`src/rtl/md_pad_pkg.sv`:
```
// Shared definitions for the Mega Drive pad responder: joystick/pad bit
// positions, phase constants and the output-row encoder.
package md_pad_pkg;

  localparam int JB_R     = 0;
  localparam int JB_L     = 1;
  localparam int JB_D     = 2;
  localparam int JB_U     = 3;
  localparam int JB_B     = 4;
  localparam int JB_C     = 5;
  localparam int JB_A     = 6;
  localparam int JB_START = 7;
  localparam int JB_MODE  = 8;
  localparam int JB_X     = 9;
  localparam int JB_Y     = 10;
  localparam int JB_Z     = 11;

  localparam int PD_UP    = 0;
  localparam int PD_DOWN  = 1;
  localparam int PD_LEFT  = 2;
  localparam int PD_RIGHT = 3;
  localparam int PD_TL    = 4;
  localparam int PD_TR    = 5;

  localparam logic [2:0] PHASE_ID  = 3'd3;
  localparam logic [2:0] PHASE_MAX = 3'd4;

  localparam int TIMEOUT_CYCLES_DEFAULT = 60000;

  typedef enum logic [2:0] {
    ROW_DPAD,
    ROW_EXTRA,
    ROW_START,
    ROW_ID,
    ROW_ALLHI
  } pad_row_e;

  // Active-low encoding of one joystick word onto the six DB9 data lines.
  function automatic logic [5:0] pad_encode(input logic [11:0] joy, input pad_row_e row);
    logic [5:0] p;
    p = 6'h3F;
    case (row)
      ROW_DPAD: begin
        p[PD_TR]    = ~joy[JB_C];
        p[PD_TL]    = ~joy[JB_B];
        p[PD_RIGHT] = ~joy[JB_R];
        p[PD_LEFT]  = ~joy[JB_L];
        p[PD_DOWN]  = ~joy[JB_D];
        p[PD_UP]    = ~joy[JB_U];
      end
      ROW_EXTRA: begin
        p[PD_TR]    = ~joy[JB_C];
        p[PD_TL]    = ~joy[JB_B];
        p[PD_RIGHT] = ~joy[JB_MODE];
        p[PD_LEFT]  = ~joy[JB_X];
        p[PD_DOWN]  = ~joy[JB_Y];
        p[PD_UP]    = ~joy[JB_Z];
      end
      ROW_START: begin
        p[PD_TR]    = ~joy[JB_START];
        p[PD_TL]    = ~joy[JB_A];
        p[PD_RIGHT] = 1'b0;
        p[PD_LEFT]  = 1'b0;
        p[PD_DOWN]  = ~joy[JB_D];
        p[PD_UP]    = ~joy[JB_U];
      end
      ROW_ID: begin
        p[PD_TR]    = ~joy[JB_START];
        p[PD_TL]    = ~joy[JB_A];
        p[PD_RIGHT] = 1'b0;
        p[PD_LEFT]  = 1'b0;
        p[PD_DOWN]  = 1'b0;
        p[PD_UP]    = 1'b0;
      end
      ROW_ALLHI: begin
        p[PD_TR]    = ~joy[JB_START];
        p[PD_TL]    = ~joy[JB_A];
        p[PD_RIGHT] = 1'b1;
        p[PD_LEFT]  = 1'b1;
        p[PD_DOWN]  = 1'b1;
        p[PD_UP]    = 1'b1;
      end
      default: p = 6'h3F;
    endcase
    return p;
  endfunction

endpackage

```
`src/rtl/md_pad_responder_sync_edge.sv`:
```
// Two-flop synchronizer for an asynchronous pin followed by a rise/fall
// detector on the synchronized level; reusable for any user-port input.
module sync_edge #(
  parameter logic RESET_VAL = 1'b1
) (
  input  logic clk,
  input  logic reset,
  input  logic pin,
  output logic level,
  output logic rise,
  output logic fall
);

  logic meta;
  logic prev;

  always_ff @(posedge clk) begin
    if (reset) begin
      meta  <= RESET_VAL;
      level <= RESET_VAL;
      prev  <= RESET_VAL;
    end else begin
      meta  <= pin;
      level <= meta;
      prev  <= level;
    end
  end

  assign rise = ~prev & level;
  assign fall = prev & ~level;

endmodule

```
`src/rtl/md_pad_responder.sv`:
```
// Mega Drive 3/6-button pad model: follows the host TH select line and drives
// the active-low DB9 data lines from a snapshot of the joystick word.
module md_pad_responder
  import md_pad_pkg::*;
#(
  parameter bit SIX_BUTTON     = 1'b1,
  parameter int TIMEOUT_CYCLES = TIMEOUT_CYCLES_DEFAULT
) (
  input  logic        clk,
  input  logic        reset,
  input  logic        th_in,
  input  logic [11:0] joystick,
  output logic [5:0]  pad_out,
  output logic [2:0]  phase,
  output logic        frame_done
);

  localparam int             TW     = $clog2(TIMEOUT_CYCLES + 1);
  localparam logic [TW-1:0]  T_LAST = TW'(TIMEOUT_CYCLES - 1);
  localparam logic [TW-1:0]  T_SAT  = TW'(TIMEOUT_CYCLES);

  logic          th_sync;
  logic          th_rise;
  logic          th_fall;

  logic [2:0]    phase_q;
  logic [2:0]    k_base;
  logic [2:0]    k_next;
  logic [11:0]   snap;
  logic [11:0]   snap_next;
  logic [TW-1:0] timer;
  logic [TW-1:0] timer_next;
  logic          timeout_hit;
  pad_row_e      row;
  logic [5:0]    pad_next;
  logic          frame_done_next;

  sync_edge #(
    .RESET_VAL(1'b1)
  ) u_th_sync (
    .clk  (clk),
    .reset(reset),
    .pin  (th_in),
    .level(th_sync),
    .rise (th_rise),
    .fall (th_fall)
  );

  always_ff @(posedge clk) begin
    if (reset) begin
      phase_q    <= 3'd0;
      snap       <= 12'h000;
      timer      <= '0;
      pad_out    <= 6'h3F;
      frame_done <= 1'b0;
    end else begin
      phase_q    <= k_next;
      snap       <= snap_next;
      timer      <= timer_next;
      pad_out    <= pad_next;
      frame_done <= frame_done_next;
    end
  end

  // A timeout landing with a fall is applied first, so that fall opens a new frame.
  always_comb begin
    timeout_hit = (timer == T_LAST);
    k_base      = timeout_hit ? 3'd0 : phase_q;
    k_next      = k_base;
    snap_next   = snap;
    timer_next  = timer;
    row         = ROW_DPAD;

    if (!SIX_BUTTON) begin
      k_next = 3'd0;
    end else if (th_fall) begin
      k_next = (k_base >= PHASE_MAX) ? PHASE_MAX : k_base + 3'd1;
    end

    if ((k_base == 3'd0) && (th_fall || th_sync)) begin
      snap_next = joystick;
    end

    if (th_rise || th_fall) begin
      timer_next = '0;
    end else if (timer != T_SAT) begin
      timer_next = timer + TW'(1);
    end

    if (th_sync) begin
      row = (SIX_BUTTON && (k_next == PHASE_ID)) ? ROW_EXTRA : ROW_DPAD;
    end else if (!SIX_BUTTON) begin
      row = ROW_START;
    end else if (k_next == PHASE_ID) begin
      row = ROW_ID;
    end else if (k_next == PHASE_MAX) begin
      row = ROW_ALLHI;
    end else begin
      row = ROW_START;
    end

    pad_next        = pad_encode(snap_next, row);
    frame_done_next = (phase_q == PHASE_ID) && (k_next == PHASE_MAX);
  end

  assign phase = phase_q;

endmodule

```
`config.mk`:
```
export PLATFORM = sky130hd
export DESIGN_NAME = md_pad_responder
export DESIGN_NICKNAME = d
export VERILOG_FILES = /design/src/rtl/md_pad_pkg.sv /design/src/rtl/md_pad_responder_sync_edge.sv /design/src/rtl/md_pad_responder.sv
export SDC_FILE = /design/constraint.sdc
export NUM_CORES = 1
export LEC_CHECK = 0
export ABC_AREA = 1
export BUFFER_PORTS_ARGS = -buffer_cell sky130_fd_sc_hd__buf_2
export CAP_MARGIN = 20
export CORE_UTILIZATION = 30
export DETAILED_ROUTE_END_ITERATION = 7
export SETUP_SLACK_MARGIN = 0.15
export SYNTH_ARGS = -nofsm -noshare
export SYNTH_HDL_FRONTEND = slang
export SYNTH_SLANG_ARGS = --single-unit
export TNS_END_PERCENT = 10
```
`constraint.sdc`:
```
create_clock -name clk -period 2.4 [get_ports clk]
set_clock_uncertainty 0.1 [all_clocks]
set_input_delay 0.6 -clock clk [delete_from_list [all_inputs] [get_ports clk]]
set_output_delay 0.6 -clock clk [all_outputs]
set_load 0.01 [all_outputs]
```
==> impl_metrics.yaml, run 1 <==
sta:
  finalSetupViolations: 0
  fin_setup_tns_ns: 0
  maxSlewViolCount: 0
  timing_worst_slew_pin_value_ns: 0.387
  fmax_mhz: 464
  finalHoldViolations: 0
  timing.max_slew.rel_slack_pct: 74.2
  grt_setup_unrepaired: "false"
  period_minus_slack_ns: 2.15
  hold_ws_ns: 0.312
  period_share_pct: 89.7
clocking:
  clock_sinks: 41
  cts_tree: "yes"
  cts_hold_repair.buffers: 0
  cts_max_path_buffers: 2
  clock_latency_ns: 0.30
  cts_buffers: 5
  clkSlewWorstSetupHoldPaths_ns: 0.08
  htree_num_levels: 2
  clock_tree.root_cell: "sky130_fd_sc_hd__clkbuf_8"
detailed_routing:
  route.final.wire_length_mm: 3.75
  detail_route.vias_per_cell: 4.36
  routedWlPerCell_um: 10.4
  routed-via-count: 1579
  postRouteAntennaNets: 0
  firstDrtPassIters: 4
  initialDrtViolationCount: 81
  drc: 0
critical_path:
  timing_worst_setup_path_type: "flop to flop"
  critPathCaptureType: "flop"
  worst-endpoint-required_ns: 2.54
  worstPathCellList: "ha_4 -> nand2_4 -> inv_4 -> nand2_4 -> nor2_4 -> nand2_4 -> nand2_4 -> inv_2 -> ha_4 -> nand2_1 -> inv_1 -> nand2_2 -> nand2_4 -> nand4_1 -> inv_1 -> nand2_1 -> nand3_1"
  worstPathArrival_ns: 2.30
  r2r_cells: 17
  critPathMostFrequentCell: "sky130_fd_sc_hd__nand2_4"
  slowest_delay_ns: 0.37
  worstSetupStartpointType: "flop"
  worst-path-max-fanout: 4
  cp_slowest_cell: "sky130_fd_sc_hd__dfxtp_4"
synthesis:
  synth_seq_area_share_pct: 44.0
  yosys_register_bits: 41
  synth_area_um2: 1860
  yosysTopAreaCell: "sky130_fd_sc_hd__dfxtp_1"
  post_synth_inst_count: 255
  ys_warn_count: 0
  number_of_nets_produced_by_synthesis: 277
  yosys_cell_types: 28
  synth_top_area_share_pct: 44.0
  synthTopCellsByArea: "sky130_fd_sc_hd__dfxtp_1 44%, sky130_fd_sc_hd__nand2_1 9.3%, sky130_fd_sc_hd__inv_1 8.9%, sky130_fd_sc_hd__nor2_1 5.8%, sky130_fd_sc_hd__ha_1 4.7%"
  synth_area_per_cell_um2: 7.31
grt:
  globalRoute.totalOverflow: 0
  grt_usage_pct: 12.0
  grt_pass1_vias: 1374
  largest_net_degree_at_the_start_of_global_routing: 24
  grt_first_pass_wirelength_mm: 6.02
  antenna_violations_before_repair: 0
power:
  peak_supply_drop_mv: 0.247
  p_leak_nw: 1.03
  power.total_mw: 1.36
  cell_area_power_density_nw_per_um2: 597
floorplanning:
  start_util_pct: 31.3
  fp.dieW_um: 80.8
  top_level_ports: 25
  coreArea_um2: 5960
  num_rows: 28
  fp.dieArea_um2: 6530
  chipHeight_um: 80.8
cells_and_area:
  post_route_cells_drive_above_1_share_pct: 25.4
  postLayoutCellArea_um2: 2280
  layout-area-overhead-vs-synth_pct: 22.5
  final_core_area_utilization_pct: 38.3
  n_antenna_cell: 0
  fillerInstances: 625
  finish.net_count: 308
placement:
  place.port_buffers: 24
  globalplace.congestion: 0.763
  dp.final_hpwl_mm: 2.61
  placed_area_um2: 2060
run:
  drv.max_cap_violation_count: 0
status:
  outcome: "finished, final reports clean"
min_path:
  min_path_type: "flop to flop"
  hold_path_cell_cnt: 1
[report_power, final]
group | internal [mW] | switching [mW]
logic | 0.0681 | 0.102
clock network | 0.201 | 0.257
registers | 0.719 | 0.0167
total | 0.988 | 0.376
[through the flow]
stage	setup WS (ns)	std cells
floorplan	0.341	255
global placement	0.168	350
detailed placement	0.0901	350
CTS	0.158	359
global route	0.115	362
finish	0.247	362
[worst max-delay path: cells and delay by family, from the launching register on]
kind                     cells  cell delay [ns]
adder cells (fa/ha/maj)      2             0.40
buffers and inverters        4             0.33
flip-flops                   1             0.37
AND/OR/NAND/NOR             11             0.91
[cell usage after synthesis, drive strengths merged]
master / instances
a21oi: 15
a31oi: 1
and3: 1
buf: 2
clkbuf: 3
clkinv: 2
dfxtp: 41
ha: 7
inv: 45
nand2: 52
nand3: 15
nand4: 2
nor2: 33
nor3: 6
nor4: 2
o21a: 4
o21ai: 20
o22ai: 1
or2: 2
xor2: 1
[metal layers]
layer	wire, um	up-vias	global-route usage [%]	part of all wire (%)
met1	1890	692	16.1	50
met3	136	6	3.37	3.6
met4	76	0	6.43	2.0
met5	0	-	0	0
li1	-	864	-	-
met2	1650	17	17.3	44
[state kept, by name, summed over array words and instances, names as in the netlist]
| signal | count |
|---|---|
| u_th_sync.meta | 1 |
| u_th_sync.prev | 1 |
| timer | 16 |
| frame_done | 1 |
| phase | 3 |
| snap | 12 |
| u_th_sync.level | 1 |
| pad_out | 6 |
[area by class of cell]
cell class	instances	area (um2)	area share (%)
timing repair buffer	29	158	6.90
sequential	41	826	36.2
multi-input combinational	162	940	41.2
tap	75	93.8	4.11
clock buffer	5	68.8	3.01
clock inverter	3	17.5	0.767
inverter	47	180	7.89
[cells by family after synthesis]
logic type	Yosys count	share of synthesized area, %
buffers and inverters	52	11.1
AO/OA/AOI/OAI	41	11.7
adder cells (fa/ha/maj)	7	4.70
XOR/XNOR	1	0.470
AND/OR/NAND/NOR	113	28.1
flip-flops	41	44.0
[repair_timing]
| item | CTS | global route |
|---|---|---|
| setup endpoints to repair | 4 | 18 |
| resized for setup | 6 | 25 |
| pin swaps | 2 | 11 |
| setup buffers | 1 | 3 |
[worst paths after layout]
kind | from | end | slack, ns
worst max-delay path | timer[1]$_SDFFE_PP0P_ | pad_out[2]$_SDFF_PP1_ | 0.25
worst min-delay path | u_th_sync.meta$_SDFF_PP1_ | u_th_sync.level$_SDFF_PP1_ | 0.31
worst min register to register | u_th_sync.meta$_SDFF_PP1_ | u_th_sync.level$_SDFF_PP1_ | 0.31
worst max register to register | timer[1]$_SDFFE_PP0P_ | pad_out[2]$_SDFF_PP1_ | 0.25
[placed cells by master, fill, tap and decap left out, types with 4 or more instances in the layout]
cell                       netlist  layout
sky130_fd_sc_hd__inv_1          44      41
sky130_fd_sc_hd__nand2_1        46      39
sky130_fd_sc_hd__dfxtp_1        41      39
sky130_fd_sc_hd__nor2_1         29      24
sky130_fd_sc_hd__buf_2           1      24
sky130_fd_sc_hd__a21oi_1        15      15
sky130_fd_sc_hd__nand3_1        14      13
sky130_fd_sc_hd__o21ai_0        10      10
sky130_fd_sc_hd__o21ai_1        10      10
sky130_fd_sc_hd__nand2_4         3       9
sky130_fd_sc_hd__nor2_2          2       6
sky130_fd_sc_hd__nor3_1          6       6
sky130_fd_sc_hd__ha_1            7       5
sky130_fd_sc_hd__clkbuf_8        0       5
sky130_fd_sc_hd__buf_4           0       5
sky130_fd_sc_hd__inv_2           1       4
sky130_fd_sc_hd__nand2_2         3       4
sky130_fd_sc_hd__o21a_1          4       4
No activity file was read; power rests on OpenSTA's default activity.
==> run 2, diff against run 1 <==
--- a/config.mk
+++ b/config.mk
@@ -6,10 +6,10 @@
 export NUM_CORES = 1
 export LEC_CHECK = 0
 export ABC_AREA = 1
-export BUFFER_PORTS_ARGS = -buffer_cell sky130_fd_sc_hd__buf_2
 export CAP_MARGIN = 20
 export CORE_UTILIZATION = 30
 export DETAILED_ROUTE_END_ITERATION = 7
+export DONT_BUFFER_PORTS = 1
 export SETUP_SLACK_MARGIN = 0.15
 export SYNTH_ARGS = -nofsm -noshare
 export SYNTH_HDL_FRONTEND = slang
==> constraint.sdc (replaced) <==
create_clock -name clk -period 2.1 [get_ports clk]
set_clock_uncertainty 0.1 [all_clocks]
set_input_delay 0.525 -clock clk [delete_from_list [all_inputs] [get_ports clk]]
set_output_delay 0.525 -clock clk [all_outputs]
set_load 0.01 [all_outputs]
==> impl_metrics.yaml, run 2 (synthesis gave the netlist of run 1 again) <==
status:
  outcome: "finished, final reports clean"
sta:
  period_minus_slack_ns: 2.07
  timing_worst_slew_pin_value_ns: 0.339
  maxSlewViolCount: 0
  fmax_mhz: 483
  finalSetupViolations: 0
  hold_ws_ns: 0.187
  grt_setup_unrepaired: "true"
  period_share_pct: 98.5
  timing.max_slew.rel_slack_pct: 77.4
  finalHoldViolations: 0
detailed_routing:
  drc: 0
  routedWlPerCell_um: 11.4
  route.final.wire_length_mm: 3.96
  detail_route.vias_per_cell: 4.49
  routed.top_layer: "met4"
  routed_met3_length_um: 196
  firstDrtPassIters: 4
  initialDrtViolationCount: 79
  wl_met1_mm: 1.87
  postRouteAntennaNets: 0
  met2_length_mm: 1.83
  routed-via-count: 1564
critical_path:
  worstPathArrival_ns: 2.21
  worstPathCellList: "ha_4 -> nand2_4 -> clkinv_4 -> nand2_4 -> nor2_4 -> nand2_4 -> nand2_4 -> inv_2 -> ha_4 -> nand2_2 -> inv_2 -> nand2_2 -> nand2_4 -> nand4_1 -> nor2_1 -> nor2_1 -> nand2_1"
  slowest_delay_ns: 0.36
  cp_slowest_cell: "sky130_fd_sc_hd__dfxtp_2"
  critPathCaptureType: "flop"
  worst-endpoint-required_ns: 2.25
  worstSetupStartpointType: "flop"
  critPathMostFrequentCell: "sky130_fd_sc_hd__nand2_4"
  timing_worst_setup_path_type: "flop to flop"
  worst-path-max-fanout: 3
power:
  p_comb_share_pct: 12.1
  peak_supply_drop_mv: 0.241
  p_leak_nw: 0.994
  cellInternalPower_mw: 1.13
  p_sw_share_pct: 27.6
  netSwitchingPower_mw: 0.431
  clock_share_of_power_pct: 33.6
  cell_area_power_density_nw_per_um2: 676
  pwr-share-seq_pct: 54.3
cells_and_area:
  fillerInstances: 634
  area_of_combinational_cells_with_multiple_inputs_um2: 1020
  number_of_flip_flops_under_the_largest_register_name: 16
  largest_registers: "timer x16, snap x12, pad_out x6"
  final_cell_mix: "39 x sky130_fd_sc_hd__dfxtp_1, 37 x sky130_fd_sc_hd__inv_1, 34 x sky130_fd_sc_hd__nand2_1"
  post_route_cells_drive_above_1_share_pct: 27.5
  finish.net_count: 294
  layout-area-overhead-vs-synth_pct: 24.0
  regArea_um2: 823
  most_common_library_cell_in_the_layout_ignoring_fill_and_taps: "sky130_fd_sc_hd__dfxtp_1"
  n_antenna_cell: 0
  final_core_area_utilization_pct: 38.8
  max_flop_register: "timer"
clocking:
  cts_max_path_buffers: 2
  htree_num_levels: 2
  cts_tree: "yes"
  clock_sinks: 41
  cts_hold_repair.buffers: 0
  clock_tree.root_cell: "sky130_fd_sc_hd__clkbuf_8"
  clkSlewWorstSetupHoldPaths_ns: 0.09
  cts_buffers: 5
  clock_latency_ns: 0.30
floorplanning:
  fp.dieW_um: 80.8
  top_level_ports: 25
  start_util_pct: 31.3
  chipHeight_um: 80.8
  coreArea_um2: 5960
  num_rows: 28
  fp.dieArea_um2: 6530
grt:
  antenna_violations_before_repair: 0
  grt_first_pass_wirelength_mm: 6.61
  grt_usage_pct: 13.0
  grt_pass1_vias: 1524
  globalRoute.totalOverflow: 0
  largest_net_degree_at_the_start_of_global_routing: 22
placement:
  place.port_buffers: 0
  dp.final_hpwl_mm: 2.61
  globalplace.congestion: 0.788
min_path:
  min_path_type: "input port to flop"
run:
  drv.max_cap_violation_count: 0
-- run 2: changes by cell type in the layout (fill, tap and decap cells not counted), sizes merged --
| cell | before | now |
|---|---|---|
| buf | 29 | 13 |
| nand2 | 52 | 54 |
| inv | 46 | 45 |
| clkinv | 3 | 2 |
| clkinvlp | 1 | 3 |
-- run 2: area by class of cell --
cell class,instances,area share [%]
clock inverters,3,0.974
well taps,75,4.06
clock buffers,5,2.98
flip-flops and latches,41,35.6
repair buffers,13,4.22
multi-input cells,164,44.3
inverters,47,7.90
-- run 2: stage by stage --
stage / cells / power, mW / worst slack [ns] / TNS (ns) / instance area (um2)
3_5_place_dp: 333 / 1.01 / 0.0109 / 0 / 2030
4_1_cts: 345 / 1.56 / 0.0859 / 0 / 2190
6_report: 348 / 1.56 / 0.0306 / 0 / 2310
5_1_grt: 348 / 1.65 / -0.0958 / -0.348 / 2310
2_1_floorplan: 255 / 0.990 / 0.119 / 0 / 1910
3_3_place_gp: 333 / 1.01 / 0.0621 / 0 / 2030
-- run 2: path summary, 6_finish.rpt --
path | startpoint | end | slack (ns) | cells after the start
max | timer[1]$_SDFFE_PP0P_ | pad_out[0]$_SDFF_PP1_ | 0.03 | 17
max reg2reg | timer[1]$_SDFFE_PP0P_ | pad_out[0]$_SDFF_PP1_ | 0.03 | 17
min reg2reg | u_th_sync.meta$_SDFF_PP1_ | u_th_sync.level$_SDFF_PP1_ | 0.31 | 1
min | reset | snap[9]$_SDFF_PP0_ | 0.19 | 1
-- run 2: per-layer routing --
metal	GRT usage, %	vias to the layer above
met5	0	-
met4	5.36	0
met3	3.71	4
met2	21.3	20
met1	16.0	707
li1	-	833
-- run 2: what timing repair did --
item                                    4_1_cts  5_1_grt
gates cloned                                  1        1
pin swaps                                     9       21
gates resized for setup                      10       29
endpoints found under the setup margin       12       23
buffers inserted                              3        2
-- run 2: worst max-delay path, delay by kind of cell (launching register included) --
| family | cells | cell delay, ns |
|---|---|---|
| DFF | 1 | 0.36 |
| and+or+nand+nor | 12 | 0.99 |
| adders and majority gates | 2 | 0.40 |
| buffers and inverters | 3 | 0.15 |
-- run 2: power by group through the flow --
stage	sequential (mW)	combinational (mW)	clock, mW
after global placement	0.867	0.145	0
final	0.849	0.189	0.525
after CTS	0.849	0.163	0.546
after global routing	0.854	0.218	0.574
after floorplan	0.864	0.126	0
after detailed placement	0.868	0.147	0
